`config.mk`:
```
export PLATFORM = sky130hd
export DESIGN_NAME = multicycle_controller
export DESIGN_NICKNAME = d
export VERILOG_FILES = /design/src/rtl/cpu_ctrl_pkg.sv /design/src/rtl/func_alu_decoder.sv /design/src/rtl/multicycle_controller.sv
export SDC_FILE = /design/constraint.sdc
export NUM_CORES = 1
export LEC_CHECK = 0
export CAP_MARGIN = 10
export CORE_MARGIN = 1
export CORE_UTILIZATION = 45
export DETAILED_ROUTE_END_ITERATION = 16
export PLACE_DENSITY = 0.77
export SLEW_MARGIN = 20
export SYNTH_ARGS = -nofsm -noshare
export SYNTH_HDL_FRONTEND = slang
export SYNTH_SLANG_ARGS = --single-unit
```
`constraint.sdc`:
```
create_clock -name clk -period 2.2 [get_ports clk]
set_clock_uncertainty 0.1 [all_clocks]
set_input_delay 0.33 -clock clk [delete_from_list [all_inputs] [get_ports clk]]
set_output_delay 0.33 -clock clk [all_outputs]
set_load 0.02 [all_outputs]
```
`src/rtl/cpu_ctrl_pkg.sv`:
```
// Shared types and encodings for the multi-cycle CPU control path.
// Latency: n/a (declarations only).
// Backpressure: n/a.
package cpu_ctrl_pkg;

  localparam int DEF_OPC_W  = 4;
  localparam int DEF_FUNC_W = 9;

  // Controller states; IDLE is only ever seen while/just after reset.
  typedef enum logic [3:0] {
    S_IDLE   = 4'd0,
    S_FETCH  = 4'd1,
    S_DECODE = 4'd2,
    S_MEM_RD = 4'd3,
    S_WB_MEM = 4'd4,
    S_MEM_WR = 4'd5,
    S_JMP    = 4'd6,
    S_BRZ    = 4'd7,
    S_EX_R   = 4'd8,
    S_WB_R   = 4'd9,
    S_EX_I   = 4'd10,
    S_WB_I   = 4'd11,
    S_HALT   = 4'd12
  } state_t;

  // Opcodes (IR[15:12])
  localparam logic [3:0] OP_LOAD  = 4'b0000;
  localparam logic [3:0] OP_STORE = 4'b0001;
  localparam logic [3:0] OP_JUMP  = 4'b0010;
  localparam logic [3:0] OP_HALT  = 4'b0011;
  localparam logic [3:0] OP_BRZ   = 4'b0100;
  localparam logic [3:0] OP_RTYPE = 4'b1000;
  localparam logic [3:0] OP_ADDI  = 4'b1100;
  localparam logic [3:0] OP_SUBI  = 4'b1101;
  localparam logic [3:0] OP_ANDI  = 4'b1110;
  localparam logic [3:0] OP_ORI   = 4'b1111;

  // R-type func bit positions (one-hot, lowest set bit wins)
  localparam int FN_MOVETO   = 0;
  localparam int FN_MOVEFROM = 1;
  localparam int FN_ADD      = 2;
  localparam int FN_SUB      = 3;
  localparam int FN_AND      = 4;
  localparam int FN_OR       = 5;
  localparam int FN_NOT      = 6;
  localparam int FN_NOP      = 7;
  localparam int FN_RSVD     = 8;

  // ALU operation codes; 3'b111 is reserved and never driven
  localparam logic [2:0] ALU_ADD    = 3'b000;
  localparam logic [2:0] ALU_SUB    = 3'b001;
  localparam logic [2:0] ALU_AND    = 3'b010;
  localparam logic [2:0] ALU_OR     = 3'b011;
  localparam logic [2:0] ALU_NOT    = 3'b100;
  localparam logic [2:0] ALU_PASS_A = 3'b101;
  localparam logic [2:0] ALU_PASS_B = 3'b110;

  // ALU B-operand and PC source selects
  localparam logic [1:0] SRCB_B     = 2'b00;
  localparam logic [1:0] SRCB_ONE   = 2'b01;
  localparam logic [1:0] SRCB_IMM   = 2'b10;
  localparam logic [1:0] PCSRC_ALU  = 2'b00;
  localparam logic [1:0] PCSRC_JMP  = 2'b01;
  localparam logic [1:0] PCSRC_BR   = 2'b10;

  // Full set of datapath controls, held in one register bank
  typedef struct packed {
    logic       pc_write;
    logic       branch;
    logic       iord;
    logic       ir_write;
    logic       reg_dst;
    logic       move_to;
    logic       data_from_mem;
    logic       no_op;
    logic       reg_write;
    logic       alu_src_a;
    logic [1:0] alu_src_b;
    logic [2:0] alu_opc;
    logic [1:0] pc_src;
    logic       mem_read;
    logic       mem_write;
    logic       halted;
  } ctrl_t;

  // Immediate-class ALU op comes straight from the low opcode bits
  function automatic logic [2:0] imm_aluop(input logic [1:0] sel);
    logic [2:0] op;
    case (sel)
      2'b00:   op = ALU_ADD;
      2'b01:   op = ALU_SUB;
      2'b10:   op = ALU_AND;
      default: op = ALU_OR;
    endcase
    return op;
  endfunction

endpackage

```
`src/rtl/func_alu_decoder.sv`:
```
// Decodes R-type func into ALU op plus MOVETO / NOP flags.
// Latency: combinational, zero cycles.
// Backpressure: none; pure function of the input.
module func_alu_decoder
  import cpu_ctrl_pkg::*;
#(
  parameter int FUNC_W = DEF_FUNC_W
) (
  input  logic [FUNC_W-1:0] i_func,
  output logic [2:0]        o_alu_opc,
  output logic              o_is_moveto,
  output logic              o_is_nop
);

  // Priority chain: the lowest set func bit selects the operation
  always_comb begin
    o_alu_opc   = ALU_ADD;
    o_is_moveto = 1'b0;
    o_is_nop    = 1'b0;
    if (i_func[FN_MOVETO]) begin
      o_alu_opc   = ALU_PASS_B;
      o_is_moveto = 1'b1;
    end else if (i_func[FN_MOVEFROM]) begin
      o_alu_opc = ALU_PASS_A;
    end else if (i_func[FN_ADD]) begin
      o_alu_opc = ALU_ADD;
    end else if (i_func[FN_SUB]) begin
      o_alu_opc = ALU_SUB;
    end else if (i_func[FN_AND]) begin
      o_alu_opc = ALU_AND;
    end else if (i_func[FN_OR]) begin
      o_alu_opc = ALU_OR;
    end else if (i_func[FN_NOT]) begin
      o_alu_opc = ALU_NOT;
    end else if (i_func[FN_NOP] || i_func[FN_RSVD]) begin
      // Architected NOP, and the reserved top bit behaves the same way
      o_is_nop = 1'b1;
    end else begin
      // An all-zero func has no operation to perform
      o_is_nop = 1'b1;
    end
  end

endmodule

```
`src/rtl/multicycle_controller.sv`:
```
// Control FSM sequencing FETCH/DECODE/EXECUTE/WRITEBACK for the multi-cycle datapath.
// Latency: outputs are registered and valid for the whole state they belong to; 2-4 cycles per instruction.
// Backpressure: none; advances every clock, HALT is left only through reset.
module multicycle_controller
  import cpu_ctrl_pkg::*;
#(
  parameter int OPC_W  = DEF_OPC_W,
  parameter int FUNC_W = DEF_FUNC_W
) (
  input  logic              clk,
  input  logic              rst,
  input  logic [OPC_W-1:0]  opcode,
  input  logic [FUNC_W-1:0] func,
  output logic              PcWrite,
  output logic              branch,
  output logic              IorD,
  output logic              IRWrite,
  output logic              regDst,
  output logic              moveTo,
  output logic              dataFromMem,
  output logic              noOp,
  output logic              regWrite,
  output logic              ALUSrcA,
  output logic [1:0]        ALUSrcB,
  output logic [2:0]        ALUopc,
  output logic [1:0]        PcSrc,
  output logic              memRead,
  output logic              memWrite,
  output logic              halted
);

  state_t     r_state;
  ctrl_t      r_ctrl;
  state_t     w_next_state;
  ctrl_t      w_next_ctrl;
  logic [2:0] w_dec_opc;
  logic       w_dec_moveto;
  logic       w_dec_nop;

  func_alu_decoder #(
    .FUNC_W (FUNC_W)
  ) u_func_dec (
    .i_func      (func),
    .o_alu_opc   (w_dec_opc),
    .o_is_moveto (w_dec_moveto),
    .o_is_nop    (w_dec_nop)
  );

  // Successor state; opcode is only consulted in DECODE where IR is stable
  function automatic state_t next_state(input state_t s, input logic [OPC_W-1:0] opc);
    state_t n;
    case (s)
      S_IDLE:   n = S_FETCH;
      S_FETCH:  n = S_DECODE;
      S_DECODE: begin
        case (opc)
          OP_LOAD:  n = S_MEM_RD;
          OP_STORE: n = S_MEM_WR;
          OP_JUMP:  n = S_JMP;
          OP_HALT:  n = S_HALT;
          OP_BRZ:   n = S_BRZ;
          OP_RTYPE: n = S_EX_R;
          OP_ADDI, OP_SUBI, OP_ANDI, OP_ORI: n = S_EX_I;
          default:  n = S_FETCH;
        endcase
      end
      S_MEM_RD: n = S_WB_MEM;
      S_EX_R:   n = S_WB_R;
      S_EX_I:   n = S_WB_I;
      S_HALT:   n = S_HALT;
      default:  n = S_FETCH;
    endcase
    return n;
  endfunction

  // Control word for a state; EX_R/WB_R also depend on the decoded func
  function automatic ctrl_t ctrl_for(input state_t s, input logic [1:0] imm_sel,
                                     input logic [2:0] r_op, input logic is_mt,
                                     input logic is_nop);
    ctrl_t c;
    c = '0;
    case (s)
      S_FETCH: begin
        c.mem_read  = 1'b1;
        c.ir_write  = 1'b1;
        c.alu_src_a = 1'b1;
        c.alu_src_b = SRCB_ONE;
        c.alu_opc   = ALU_ADD;
        c.pc_src    = PCSRC_ALU;
        c.pc_write  = 1'b1;
      end
      S_MEM_RD: begin
        c.mem_read = 1'b1;
        c.iord     = 1'b1;
      end
      S_WB_MEM: begin
        c.data_from_mem = 1'b1;
        c.reg_write     = 1'b1;
      end
      S_MEM_WR: begin
        c.mem_write = 1'b1;
        c.iord      = 1'b1;
      end
      S_JMP: begin
        c.pc_src   = PCSRC_JMP;
        c.pc_write = 1'b1;
      end
      S_BRZ: begin
        // PC loads only when the datapath reports zero on the SUB
        c.alu_src_b = SRCB_B;
        c.alu_opc   = ALU_SUB;
        c.branch    = 1'b1;
        c.pc_src    = PCSRC_BR;
      end
      S_EX_R: begin
        c.alu_src_b = SRCB_B;
        c.alu_opc   = r_op;
      end
      S_WB_R: begin
        c.reg_write = 1'b1;
        c.move_to   = is_mt;
        c.no_op     = is_nop;
      end
      S_EX_I: begin
        c.alu_src_b = SRCB_IMM;
        c.alu_opc   = imm_aluop(imm_sel);
      end
      S_WB_I: begin
        c.reg_write = 1'b1;
      end
      S_HALT: begin
        c.halted = 1'b1;
      end
      default: ;
    endcase
    return c;
  endfunction

  assign w_next_state = next_state(r_state, opcode);
  assign w_next_ctrl  = ctrl_for(w_next_state, opcode[1:0], w_dec_opc,
                                 w_dec_moveto, w_dec_nop);

  // State and control word registered together so outputs line up with state;
  // reset clears both at once, which kills any in-flight writeback
  always_ff @(posedge clk or negedge rst) begin
    if (!rst) begin
      r_state <= S_IDLE;
      r_ctrl  <= '0;
    end else begin
      r_state <= w_next_state;
      r_ctrl  <= w_next_ctrl;
    end
  end

  assign PcWrite     = r_ctrl.pc_write;
  assign branch      = r_ctrl.branch;
  assign IorD        = r_ctrl.iord;
  assign IRWrite     = r_ctrl.ir_write;
  assign regDst      = r_ctrl.reg_dst;
  assign moveTo      = r_ctrl.move_to;
  assign dataFromMem = r_ctrl.data_from_mem;
  assign noOp        = r_ctrl.no_op;
  assign regWrite    = r_ctrl.reg_write;
  assign ALUSrcA     = r_ctrl.alu_src_a;
  assign ALUSrcB     = r_ctrl.alu_src_b;
  assign ALUopc      = r_ctrl.alu_opc;
  assign PcSrc       = r_ctrl.pc_src;
  assign memRead     = r_ctrl.mem_read;
  assign memWrite    = r_ctrl.mem_write;
  assign halted      = r_ctrl.halted;

endmodule

```
==> flow_summary.json <==
{
  "status": "complete, but fails checks",
  "violations": "design-rule violations",
  "finalWirelength_um": 2109,
  "fin_crit_sh": 0.8771,
  "synth_flop_cell": "dfrtp_1",
  "drtIter0Drc": 19,
  "gp_congestion": 0.8228,
  "start_util": 0.4758,
  "synthTopCellsByArea": "dfrtp_1, buf_6, nor2_1",
  "hold_violations": 0,
  "synth_fa_ha_area_frac": 0,
  "rsz0062_at_grt": "no",
  "arrival_ns": 2.05,
  "syn_inst": 111,
  "overflow": 0,
  "hp-class": "in2async",
  "nets": 161,
  "crit_type": "reg2reg",
  "cp-end-kind": "register",
  "setup_viol": 0,
  "final_antenna_net_count": 0,
  "cts_buffers": 3,
  "die_w_um": 53.18,
  "cts_tree": "done",
  "wl_per_cell_um": 12.05,
  "cellPowerDensity_nw_per_um2": 1043,
  "core_area_um2": 2477,
  "num-fill-cells": 209,
  "clk_latency_ns": 0.30,
  "die_area_um2": 2828,
  "cts.sinks": 21,
  "dp_cells": 171,
  "slew_viol_final": 0,
  "drive_above_1_share": 0.1793,
  "avgSynthCellArea_um2": 10.62,
  "syn_area_um2": 1179,
  "num_antenna_cells": 0,
  "ios": 35,
  "clk_pin_slew_ns": 0.11,
  "synth_top_area_frac": 0.4459,
  "grt_pass1_vias": 813,
  "vias": 915,
  "postCtsSetupBuffers": 0,
  "antenna_found_initial": 0,
  "portBuffers": 31,
  "grt_pass1_wl_um": 3498,
  "first_pass_iters": 10,
  "hpwl_um": 1736,
  "muxShareOfSynthArea": 0.01805,
  "synth_top_family_by_area": "simple AND/OR/NAND/NOR gates",
  "synth_edf_count": 0,
  "die_h_um": 53.18,
  "routed_via_density": 5.229,
  "syn_to_final_growth_pct": 29.41,
  "ctsLongestPathBuffers": 2,
  "yosysTopAreaCell": "dfrtp_1",
  "ctsResizeCount": 0,
  "drv_cap": 0,
  "grt_max_degree": 22,
  "fmax_ghz": 0.5182,
  "syn-num-nets": 126,
  "ctsHoldBuffers": 0,
  "ys_warn_count": 0,
  "period_needed_ns": 1.930,
  "power_w": 0.001591,
  "ys_async_sr_fraction": 1.000,
  "synth_xor_xnor_area_share": 0.007431,
  "layout.cells.non_filler": 175,
  "track_usage": 0.1719,
  "p_leak_nw": 0.6675,
  "synth_compound_area_frac": 0.2059,
  "ir_drop_mv": 0.8147,
  "start_kind": "register",
  "yosysSeqAreaShare": 0.4459,
  "cp.required_ns": 2.32,
  "worst-path-max-fanout": 11,
  "layout_common_cells": "clkdlybuf4s50_1, dfrtp_1, nor2_1",
  "ys_seq_elements": 21,
  "synth_cell_type_count": 46,
  "h-tree-depth": 1,
  "final_common_cell": "clkdlybuf4s50_1",
  "rows": 18,
  "cts_root_buffer": "clkbuf_4",
  "fin_tns_setup_ns": 0,
  "yosys.area_share.simple": 0.2219,
  "drc": 2
}
[flip-flops by register name, indices dropped and copies added (netlist names), 2 cells and up]
signal and flops:
ALUopc 3, r_state 4, ALUSrcB 2, PcSrc 2
[critical path, stage by stage (launching register included)]
cell,delay [ns]
dfrtp_1,0.60
nor2b_1,0.32
and3_4,0.27
nor2_4,0.07
or3_1,0.37
a21oi_2,0.12
[routing by layer]
layer | GRT usage | up-vias | share of wire | wire length (um)
li1 | - | 466 | - | -
met1 | 0.2148 | 414 | 0.45 | 954
met2 | 0.3080 | 30 | 0.50 | 1047
met3 | 0.01724 | 5 | 0.037 | 79
met4 | 0.05263 | 0 | 0.013 | 28
met5 | 0 | - | 0 | 0
[path summary, 6_finish.rpt]
| check | cells past startpoint | startpoint | slack, ns | end |
|---|---|---|---|---|
| worst min-delay path | 2 | rst | 0.26 | memRead |
| worst max register to register | 5 | r_state[1] | 0.27 | ALUopc[1] |
| worst min register to register | 1 | r_state[2] | 0.51 | regWrite |
| worst max-delay path | 5 | r_state[1] | 0.27 | ALUopc[1] |
| max in group asynchronous | 2 | rst | 1.54 | PcSrc[0] |
| min in group clk | 1 | r_state[2] | 0.51 | regWrite |
[synth_stat cells (2+ instances only)]
| master | count |
|---|---|
| nand3_1 | 2 |
| dfrtp_1 | 21 |
| o21bai_1 | 2 |
| o21a_1 | 3 |
| nand2_1 | 3 |
| inv_1 | 5 |
| o31ai_1 | 2 |
| nand3b_1 | 2 |
| nor3_1 | 6 |
| buf_6 | 4 |
| buf_4 | 5 |
| and2_1 | 2 |
| nor2b_1 | 3 |
| nor2_1 | 12 |
| a21oi_2 | 2 |
| a21oi_1 | 6 |
| nor3b_1 | 2 |
[report_power, final]
| group | switching (W) | internal (W) |
|---|---|---|
| Clock | 0.000104 | 0.0000676 |
| Combinational | 0.000442 | 0.000387 |
| Sequential | 0.000106 | 0.000484 |
| Total | 0.000652 | 0.000939 |
[metrics by stage]
| stage | setup WS, ns | instance area [um2] | utilization | hold slack, ns |
|---|---|---|---|---|
| 6_report | 0.2704 | 1525 | 0.6157 | 0.2580 |
| 5_1_grt | 0.2017 | 1525 | 0.6157 | 0.2878 |
| 4_1_cts | 0.2793 | 1525 | 0.6157 | 0.2646 |
| 3_5_place_dp | 0.01464 | 1498 | 0.6045 | 0.4930 |
| 3_3_place_gp | 0.05621 | 1498 | 0.6045 | 0.5092 |
| 2_1_floorplan | 0.5967 | 1179 | - | -0.06559 |
[final cells by class]
type	count	area, um2	area share
clock buffers	3	22.52	0.01477
clock inverters	1	5.005	0.003281
inverters	5	18.77	0.01231
multi-input cells	75	538.0	0.3527
flip-flops and latches	21	525.5	0.3445
well taps	30	37.54	0.02461
repair buffers	40	377.9	0.2477
[kinds of logic (layout without fill, tap and decap cells)]
logic type,after synthesis,after routing
and+or+nand+nor,43,43
DFF,21,21
muxes,2,2
xor gates and xnor gates,1,1
AOI/OAI and AO/OA,28,28
buffers and inverters,15,49
other,1,1
No activity file was read; power rests on OpenSTA's default activity.
